**config.mk**
```make
export PLATFORM = sky130hd
export DESIGN_NAME = vnu_serial_flat
export DESIGN_NICKNAME = d
export VERILOG_FILES = /design/src/rtl/vnu_serial_if.sv /design/src/rtl/vnu_serial.sv /design/src/flat_wrapper.sv
export SDC_FILE = /design/constraint.sdc
export NUM_CORES = 1
export LEC_CHECK = 0
export CAP_MARGIN = 20
export CORE_ASPECT_RATIO = 0.6
export CORE_MARGIN = 8
export CORE_UTILIZATION = 51
export CTS_CLUSTER_SIZE = 16
export DETAILED_ROUTE_END_ITERATION = 8
export PLACE_DENSITY_LB_ADDON = 0.3
export RECOVER_POWER = 25
export SYNTH_ARGS = -nofsm -noshare
export SYNTH_HDL_FRONTEND = slang
export SYNTH_SLANG_ARGS = --single-unit
```
**constraint.sdc**
```tcl
create_clock -name clk -period 2.9 [get_ports clk]
set_clock_uncertainty 0.1 [all_clocks]
set_input_delay 0.29 -clock clk [delete_from_list [all_inputs] [get_ports clk]]
set_output_delay 0.29 -clock clk [all_outputs]
set_load 0.005 [all_outputs]
```
**src/rtl/vnu_serial_if.sv**
```systemverilog
// Handshake bundle between the LDPC variable-node unit and its neighbours:
// channel LLR and check messages flow in, and extrinsic q messages flow out.
interface vnu_serial_if #(
    parameter int data_w = 8
);
    logic                     llr_valid;
    logic signed [data_w-1:0] llr;
    logic                     r_valid;
    logic signed [data_w-1:0] r;
    logic                     in_ready;
    logic                     q_valid;
    logic                     q_ready;
    logic signed [data_w-1:0] q;
    logic                     q_last;
    logic                     hard;

    modport master (
        output llr_valid, llr, r_valid, r, q_ready,
        input  in_ready, q_valid, q, q_last, hard
    );

    modport slave (
        input  llr_valid, llr, r_valid, r, q_ready,
        output in_ready, q_valid, q, q_last, hard
    );
endinterface

```
**src/rtl/vnu_serial.sv**
```systemverilog
// Serial LDPC variable-node unit: sums the channel LLR with DV check messages, then
// emits DV extrinsic messages (total minus own input). VNU_SAT_EN selects saturation over wrap.
module vnu_serial #(
    parameter int data_w = 8,
    parameter int DV     = 3,
    parameter int ACC_W  = data_w + 4
) (
    input  logic           clk,
    input  logic           rst,
    vnu_serial_if.slave    vnu
);
    localparam int CNT_W = (DV > 1) ? $clog2(DV) : 1;
    localparam logic signed [ACC_W-1:0] Q_MAX = ACC_W'((2 ** (data_w - 1)) - 1);
    localparam logic signed [ACC_W-1:0] Q_MIN = -Q_MAX;

    typedef enum logic [1:0] {IDLE, ACCUM, EMIT} state_t;

    state_t                   state_reg;
    logic signed [ACC_W-1:0]  acc_reg;
    logic [CNT_W-1:0]         cnt_reg;
    logic signed [data_w-1:0] msg_buf_reg [DV];
    logic                     in_ready_reg;
    logic                     q_valid_reg;
    logic signed [data_w-1:0] q_reg;
    logic                     q_last_reg;
    logic                     hard_reg;

    function automatic logic signed [ACC_W-1:0] sext(input logic signed [data_w-1:0] v);
        return {{(ACC_W - data_w){v[data_w-1]}}, v};
    endfunction

    function automatic logic signed [data_w-1:0] sat(input logic signed [ACC_W-1:0] v);
`ifdef VNU_SAT_EN
        if (v > Q_MAX)
            return Q_MAX[data_w-1:0];
        else if (v < Q_MIN)
            return Q_MIN[data_w-1:0];
        else
            return v[data_w-1:0];
`else
        return v[data_w-1:0];
`endif
    endfunction

    logic                     r_take;
    logic                     last_r;
    logic [CNT_W-1:0]         cnt_next;
    logic signed [ACC_W-1:0]  acc_sum;
    logic [DV-1:0]            buf_we;
    logic [CNT_W-1:0]         idx_next;
    logic signed [ACC_W-1:0]  tot_next;
    logic signed [data_w-1:0] q_next;

    assign r_take   = (state_reg == ACCUM) && vnu.r_valid;
    assign last_r   = (cnt_reg == CNT_W'(DV - 1));
    assign cnt_next = cnt_reg + 1'b1;
    assign acc_sum  = acc_reg + sext(vnu.r);

    genvar gi;
    generate
        for (gi = 0; gi < DV; gi++) begin : g_buf_we
            assign buf_we[gi] = r_take && (cnt_reg == CNT_W'(gi));
        end
    endgenerate

    // q is precomputed one cycle early so the outputs leave straight from flops:
    // entering EMIT uses the fresh sum and entry 0, otherwise the next entry.
    always_comb begin
        idx_next = '0;
        tot_next = acc_sum;
        if (state_reg == EMIT) begin
            tot_next = acc_reg;
            if (!q_last_reg)
                idx_next = cnt_next;
        end
        q_next = sat(tot_next - sext(msg_buf_reg[idx_next]));
    end

    always_ff @(posedge clk or negedge rst) begin
        if (!rst) begin
            for (int i = 0; i < DV; i++)
                msg_buf_reg[i] <= '0;
        end else begin
            for (int i = 0; i < DV; i++)
                if (buf_we[i])
                    msg_buf_reg[i] <= vnu.r;
        end
    end

    always_ff @(posedge clk or negedge rst) begin
        if (!rst) begin
            state_reg    <= IDLE;
            acc_reg      <= '0;
            cnt_reg      <= '0;
            in_ready_reg <= 1'b1;
            q_valid_reg  <= 1'b0;
            q_reg        <= '0;
            q_last_reg   <= 1'b0;
            hard_reg     <= 1'b0;
        end else begin
            case (state_reg)
                IDLE: begin
                    if (vnu.llr_valid) begin
                        acc_reg   <= sext(vnu.llr);
                        cnt_reg   <= '0;
                        state_reg <= ACCUM;
                    end
                end
                ACCUM: begin
                    if (vnu.r_valid) begin
                        acc_reg <= acc_sum;
                        if (last_r) begin
                            state_reg    <= EMIT;
                            cnt_reg      <= '0;
                            in_ready_reg <= 1'b0;
                            q_valid_reg  <= 1'b1;
                            q_reg        <= q_next;
                            q_last_reg   <= 1'b0;
                            hard_reg     <= acc_sum[ACC_W-1];
                        end else begin
                            cnt_reg <= cnt_next;
                        end
                    end
                end
                EMIT: begin
                    if (vnu.q_ready) begin
                        if (q_last_reg) begin
                            state_reg    <= IDLE;
                            cnt_reg      <= '0;
                            in_ready_reg <= 1'b1;
                            q_valid_reg  <= 1'b0;
                            q_reg        <= '0;
                            q_last_reg   <= 1'b0;
                            hard_reg     <= 1'b0;
                        end else begin
                            cnt_reg    <= cnt_next;
                            q_reg      <= q_next;
                            q_last_reg <= (cnt_next == CNT_W'(DV - 1));
                        end
                    end
                end
                default: state_reg <= IDLE;
            endcase
        end
    end

    assign vnu.in_ready = in_ready_reg;
    assign vnu.q_valid  = q_valid_reg;
    assign vnu.q        = q_reg;
    assign vnu.q_last   = q_last_reg;
    assign vnu.hard     = hard_reg;
endmodule

```
**src/flat_wrapper.sv**
```systemverilog
// flat-port wrapper written by rule: the top's interface ports become plain ports
module vnu_serial_flat 
#(
    parameter int data_w = 8,
    parameter int DV     = 3,
    parameter int ACC_W  = data_w + 4
)
  (clk, rst, vnu_llr_valid, vnu_llr, vnu_r_valid, vnu_r, vnu_q_ready, vnu_in_ready, vnu_q_valid, vnu_q, vnu_q_last, vnu_hard);
  vnu_serial_if #(.data_w(data_w)) vnu_i ();
  input  logic clk;
  input  logic rst;
  input wire logic [$bits(vnu_i.llr_valid)-1:0] vnu_llr_valid;
  input wire logic [$bits(vnu_i.llr)-1:0] vnu_llr;
  input wire logic [$bits(vnu_i.r_valid)-1:0] vnu_r_valid;
  input wire logic [$bits(vnu_i.r)-1:0] vnu_r;
  input wire logic [$bits(vnu_i.q_ready)-1:0] vnu_q_ready;
  output wire logic [$bits(vnu_i.in_ready)-1:0] vnu_in_ready;
  output wire logic [$bits(vnu_i.q_valid)-1:0] vnu_q_valid;
  output wire logic [$bits(vnu_i.q)-1:0] vnu_q;
  output wire logic [$bits(vnu_i.q_last)-1:0] vnu_q_last;
  output wire logic [$bits(vnu_i.hard)-1:0] vnu_hard;
  assign vnu_i.llr_valid = vnu_llr_valid;
  assign vnu_i.llr = vnu_llr;
  assign vnu_i.r_valid = vnu_r_valid;
  assign vnu_i.r = vnu_r;
  assign vnu_i.q_ready = vnu_q_ready;
  assign vnu_in_ready = vnu_i.in_ready;
  assign vnu_q_valid = vnu_i.q_valid;
  assign vnu_q = vnu_i.q;
  assign vnu_q_last = vnu_i.q_last;
  assign vnu_hard = vnu_i.hard;
  vnu_serial #(.data_w(data_w), .DV(DV), .ACC_W(ACC_W)) u_core (.clk(clk), .rst(rst), .vnu(vnu_i));
endmodule
```
After elaboration in Yosys (flattened, before gate mapping) --
Cells that the tools add are included.
Storage, ports and cells: input bits 21, output and inout bits 12, register bits after elaboration 52, word-level logic and storage cells 81
Cells by class: mux-type cells 41, add/subtract/negate cells 3, equal/unequal tests 10, reduce and logical (&&, ||, !) cells 14, bitwise gates (word level) 1, magnitude comparators 1
Operators by type and width (count):
- $mux 8 | 7
- $mux 12 | 2
- $pmux 12 s2 | 1
- $mux 2 | 11
- $bmux 8 s2 | 1
- $pmux 8 s2 | 1
- $add 12x8->12 | 1
- $mux 1 | 12
- $pmux 2 s3 | 2
- $reduce_and 5->1 | 2
- $pmux 1 s2 | 4
- $reduce_and 4->1 | 2
- $sub 8x8->8 | 1
- $eq 2x2->1 const B | 3
- $ne 2x2->1 const B | 3
- $eq 2x1->1 const B | 2
- $logic_and 1x1->1 | 4
- $logic_not 2->1 | 2
- $ne 2x1->1 const B | 2
- $reduce_bool 2->1 | 2
- $ge 3x3->1 const B | 1
- $not 2->3 | 1
- $reduce_and 3->1 | 1
- $reduce_bool 3->1 | 1
- $add 2x1->2 const B | 1

Logic depth before layout (Yosys ltp) --
depth after elaboration 11, depth in mapped cells 17, mapped depth without buffers 14

Worst setup path before layout --
OpenSTA, ideal clock, no wires.
path kind reg-to-reg, start point reg u_core.cnt_reg[0], end point reg u_core.q_reg[6] (netlist: u_core.vnu.q[6]), setup time 0.129 ns, arrival 2.938 ns, stages on the path, launching flop included 18, slack -0.266 ns, cell sequence dfrtp_1 > buf_6 > inv_4 > ha_1 > and3_1 > buf_2 > buf_1 > nand3_1 > o21ai_0 > ha_1 > inv_1 > fa_1 > a21o_1 > a21oi_1 > o21bai_1 > a21oi_1 > xor2_1 > o31ai_1
On the way: word-level cells in the longest chain between the ends 11, elaborated cells on any way between the ends 16, those cells by class add/sub (2); eq/ne (2); mux (10); bitwise (1); reduce/logical (1)
Ends and longest elaborated chain:
- from (decl) | RTL line vnu_serial.sv:20 | logic [CNT_W-1:0] cnt_reg;
- from (signal assigned) | RTL line vnu_serial.sv:121 | cnt_reg <= cnt_next;
- from (signal assigned) | RTL line vnu_serial.sv:136 | cnt_reg <= cnt_next;
- $add 2x1->2 | RTL line vnu_serial.sv:56 | assign cnt_next = cnt_reg + 1'b1;
- $mux 2 | RTL line vnu_serial.sv:73 | if (!q_last_reg)
- $mux 2 | RTL line vnu_serial.sv:71 | if (state_reg == EMIT) begin
- $not 2->3 (not written as such) | RTL line vnu_serial.sv:76 | q_next = sat(tot_next - sext(msg_buf_reg[idx_next]));
- $bmux 8 s2 | RTL line vnu_serial.sv:76
- $mux 8 (not written as such) (2 in a row) | RTL line vnu_serial.sv:76
- $sub 8x8->8 | RTL line vnu_serial.sv:76
- $mux 8, on equally long branches | RTL line vnu_serial.sv:127, vnu_serial.sv:112
- $mux 8, on equally long branches | RTL line vnu_serial.sv:126, vnu_serial.sv:110
- $pmux 8 s2 | RTL line vnu_serial.sv:101 | case (state_reg)
- to (signal assigned) | RTL line vnu_serial.sv:117 | q_reg <= q_next;
- to (signal assigned) | RTL line vnu_serial.sv:137 | q_reg <= q_next;
- to (decl) | RTL line vnu_serial.sv:24 | logic signed [data_w-1:0] q_reg;
Several ways; a longest one is shown, not always the timed one. The select of a mux whose other input is x is not followed. A chain may end at the register's enable or synchronous reset.

Final worst setup path --
start point reg u_core.acc_reg[0], end point reg u_core.q_reg[7] (netlist: u_core.vnu.q[7])
On the way: word-level cells in the longest chain between the ends 6, elaborated cells on any way between the ends 8, those cells by class add/sub (2); mux (6)
Ends and longest elaborated chain:
- from (decl) | RTL line vnu_serial.sv:19 | logic signed [ACC_W-1:0] acc_reg;
- from (signal assigned) | RTL line vnu_serial.sv:104 | acc_reg <= sext(vnu.llr);
- from (signal assigned) | RTL line vnu_serial.sv:111 | acc_reg <= acc_sum;
- $add 12x8->12 | RTL line vnu_serial.sv:57 | assign acc_sum = acc_reg + sext(vnu.r);
- $mux 8 * | RTL line vnu_serial.sv:71
- $sub 8x8->8 * | RTL line vnu_serial.sv:76
- $mux 8, on equally long branches | RTL line vnu_serial.sv:127, vnu_serial.sv:112
- $mux 8, on equally long branches | RTL line vnu_serial.sv:126, vnu_serial.sv:110
- $pmux 8 s2 * | RTL line vnu_serial.sv:101
Mark *: on every way between the ends. The rest lies on a longest branch, timed or not. The select of a mux whose other input is x is not followed.

==> impl_metrics.tcl <==
set metrics [dict create \
    outcome "complete, but fails checks" \
    violations "setup timing" \
    worstPathCellList "ha_2 -> buf_4 -> buf_4 -> a21o_1 -> a21oi_1 -> xor2_1 -> o21ai_0 -> ha_1 -> o2111ai_2 -> nand4_1 -> o211ai_1 -> xor2_1 -> xnor2_1 -> o31ai_2" \
    start_util 0.5150 \
    synth_top_cell_by_area "dfrtp_1" \
    placedCellCount 470 \
    synth_warnings 0 \
    min_period_ns 3.035 \
    cp-end-kind "flop" \
    period_share 1.047 \
    grt_max_degree 32 \
    place_hpwl_um 6226 \
    cts_max_level 2 \
    synth_most_common_cell "dfrtp_1" \
    ant_nets 0 \
    hold_viol_final 0 \
    drt-pass1-iter-count 4 \
    avgRoutedWirePerCell_um 16.77 \
    power.density_nw_per_um2 1485 \
    max-clock-path-buffers 2 \
    grt_pass1_vias 2697 \
    reg2reg_from "u_core.acc_reg[0]$_DFFE_PN0P_" \
    crit_slowest_cell "ha_1" \
    crit_arrival_ns 3.17 \
    finalSetupViolCount 3 \
    finalWorstSetupSlack_ns -0.1353 \
    r2r_cells 14 \
    fin_setup_tns_ns -0.2858 \
    wl_um 8370 \
    seq_area_sq_um 1303 \
    p_clk_frac 0.068 \
    seqPwrFrac 0.201 \
    netlist_area_sq_um 3349 \
    reg2reg_to "u_core.vnu.q[7]$_DFFE_PN0P_" \
    drtIter0Drc 203 \
    overflow 0 \
    track_usage 0.1804 \
    syn_area_per_cell_sq_um 10.43 \
    holdPathEnd "u_core.vnu.q[0]$_DFFE_PN0P_" \
    grt_pass1_wl_um 13690 \
    drc_errors 0 \
    maxCapViolCount 0 \
    required_ns 3.03 \
    yosys.area.top_type_share 0.3810 \
    p_leak_nw 1.961 \
    timing.fmax_mhz 329.5 \
    numCtsBuffers 5 \
    die_h_um 78.78 \
    netSwitchingPower_mw 2.690 \
    synthTopCellsByArea "dfrtp_1, ha_1, mux2_2" \
    antenna_found_initial 0 \
    syn_to_final_growth_pct 29.47 \
    min_from "u_core.vnu.q[0]$_DFFE_PN0P_" \
    syn_nets 370 \
    critPathKind "reg2reg" \
    antenna_cells 0 \
    vias_per_cell 5.515 \
    drive_above_1_share 0.3034 \
    swShare 0.4179 \
    rows 23 \
    cts_root_buf "clkbuf_8" \
    clock-sinks 52 \
    drv_slew 0 \
    vias 2752 \
    ir_drop_v 0.0005677 \
    multi_input_area_sq_um 1979 \
    tightestPinTransition_ns 1.234 \
    syn_inst 321 \
    final_cells 499 \
    ys_dominant_reg_cell "dfrtp_1" \
    synthArstFlopShare 1.000 \
    cpPeakStageDelay_ns 0.40 \
    fill_cells 535 \
    fin_nets 460 \
    coreArea_sq_um 6504 \
    ios 33 \
    slew_headroom 0.1774 \
    pwr-share-comb 0.731 \
    min_path_type "reg2reg" \
    fp.dieArea_sq_um 9502 \
    ys_ff_latch 52 \
    insertion_delay_ns 0.31 \
    min_path_cells 2 \
    crit_path_start_kind "flop" \
    worstPathMaxFanout 4 \
    rsz0062_at_grt "yes" \
    ys_top_cells_by_count "dfrtp_1, ha_1, mux2_2, nand2_1, nor2_1" \
    io_buffers 32 \
    synth_edf_count 0 \
    cts_tree "yes" \
    regToRegSetupSlack_ns -0.14 \
    synth.distinct_cells 53 \
    largest_reg_flops 24 \
    internal-power_mw 3.747 \
    cts.clk_slew.worst_paths_ns 0.11 \
    die_w_um 120.6 \
    gp_congestion 0.8953 \
    synth-seq-area-share 0.3889 \
]
## worst max-delay path by stage
stage,start,end,slack [ns],cells past startpoint
detailed placement,vnu_r[0],u_core.vnu.q[7]$_DFFE_PN0P_,-0.54,14
finish,u_core.acc_reg[0]$_DFFE_PN0P_,u_core.vnu.q[7]$_DFFE_PN0P_,-0.14,14
global route,u_core.acc_reg[0]$_DFFE_PN0P_,u_core.vnu.q[7]$_DFFE_PN0P_,-0.29,13
CTS,u_core.acc_reg[0]$_DFFE_PN0P_,u_core.vnu.q[7]$_DFFE_PN0P_,-0.09,13
floorplan,u_core.cnt_reg[0]$_DFFE_PN0P_,u_core.vnu.q[6]$_DFFE_PN0P_,0.002,16
global placement,vnu_r[0],u_core.vnu.q[7]$_DFFE_PN0P_,-0.46,14
## area by class of cell
class,count,share of cell area
Tap cell,87,0.02510
Inverter,12,0.01096
Multi-Input combinational cell,244,0.4564
Timing Repair Buffer,96,0.1855
Clock buffer,7,0.01991
Clock inverter,1,0.001731
Sequential cell,52,0.3003
## per-stage QoR
stage	instance area [sq um]	setup WS (ns)	utilization	total power [mW]	hold WS [ns]
after floorplan	3379	0.002266	-	4.019	-0.1056
after global placement	4034	-0.4641	0.6202	5.305	0.1744
after detailed placement	4034	-0.5417	0.6202	5.428	0.1957
after CTS	4272	-0.08778	0.6568	6.238	0.3890
after global routing	4337	-0.2928	0.6668	6.967	0.4082
final	4337	-0.1353	0.6668	6.438	0.3841
## layer usage
layer,wire [um],track usage,vias up
met2,3523,0.2667,62
li1,-,-,1346
met3,520,0.04176,2
met1,4302,0.2661,1342
met5,0,0,-
met4,23,0.02850,0
## cell families (layout without fill, tap and decap cells)
family,count (synthesis),after routing,synth area share
buffers and inverters,25,116,0.04333
AND/OR/NAND/NOR,72,72,0.09899
AO/OA/AOI/OAI,88,88,0.1860
flip-flops,52,52,0.3889
XOR/XNOR,15,15,0.04147
multiplexers,41,41,0.1322
adder cells (fa/ha/maj),28,28,0.1091
## repair_timing
item / 4_1_cts / 5_1_grt
pin swaps: 15 / 20
gates resized for setup: 13 / 4
buffers inserted: 13 / 8
hold buffers: 1 / 0
cloned: 0 / 0
endpoints found under the hold margin: 21 / 0
setup endpoints to repair: 3 / 5
## cell usage in the layout, fill, tap and decap left out, types with 6 or more instances in the layout
cell type	synthesis	final
buf_4	0	61
dfrtp_1	51	51
clkdlybuf4s50_1	0	29
nand2_1	26	26
mux2_2	26	26
ha_1	26	21
nor2_1	20	20
mux2i_1	15	15
o21ai_0	17	13
a21oi_1	15	12
inv_1	10	9
nand3_1	9	9
o21a_1	9	9
o21ai_1	4	8
xor2_1	8	8
xnor2_1	6	6
a21o_1	6	6
clkbuf_8	0	6
## power groups by stage
stage,Sequential [mW],Clock [mW],Combinational [mW]
after CTS,1.29,0.455,4.50
after floorplan,1.26,0,2.76
final,1.29,0.441,4.70
after detailed placement,1.30,0,4.13
after global routing,1.34,0.487,5.14
after global placement,1.29,0,4.02
## worst max-delay path: cells and delay by family (launching register included)
kind | cells | cell delay (ns)
AO/OA/AOI/OAI | 6 | 0.96
adder cells (fa/ha/maj) | 2 | 0.61
XOR/XNOR | 3 | 0.53
flip-flops | 1 | 0.39
buffers and inverters | 2 | 0.26
AND/OR/NAND/NOR | 1 | 0.11
No activity file was read; power rests on OpenSTA's default activity.
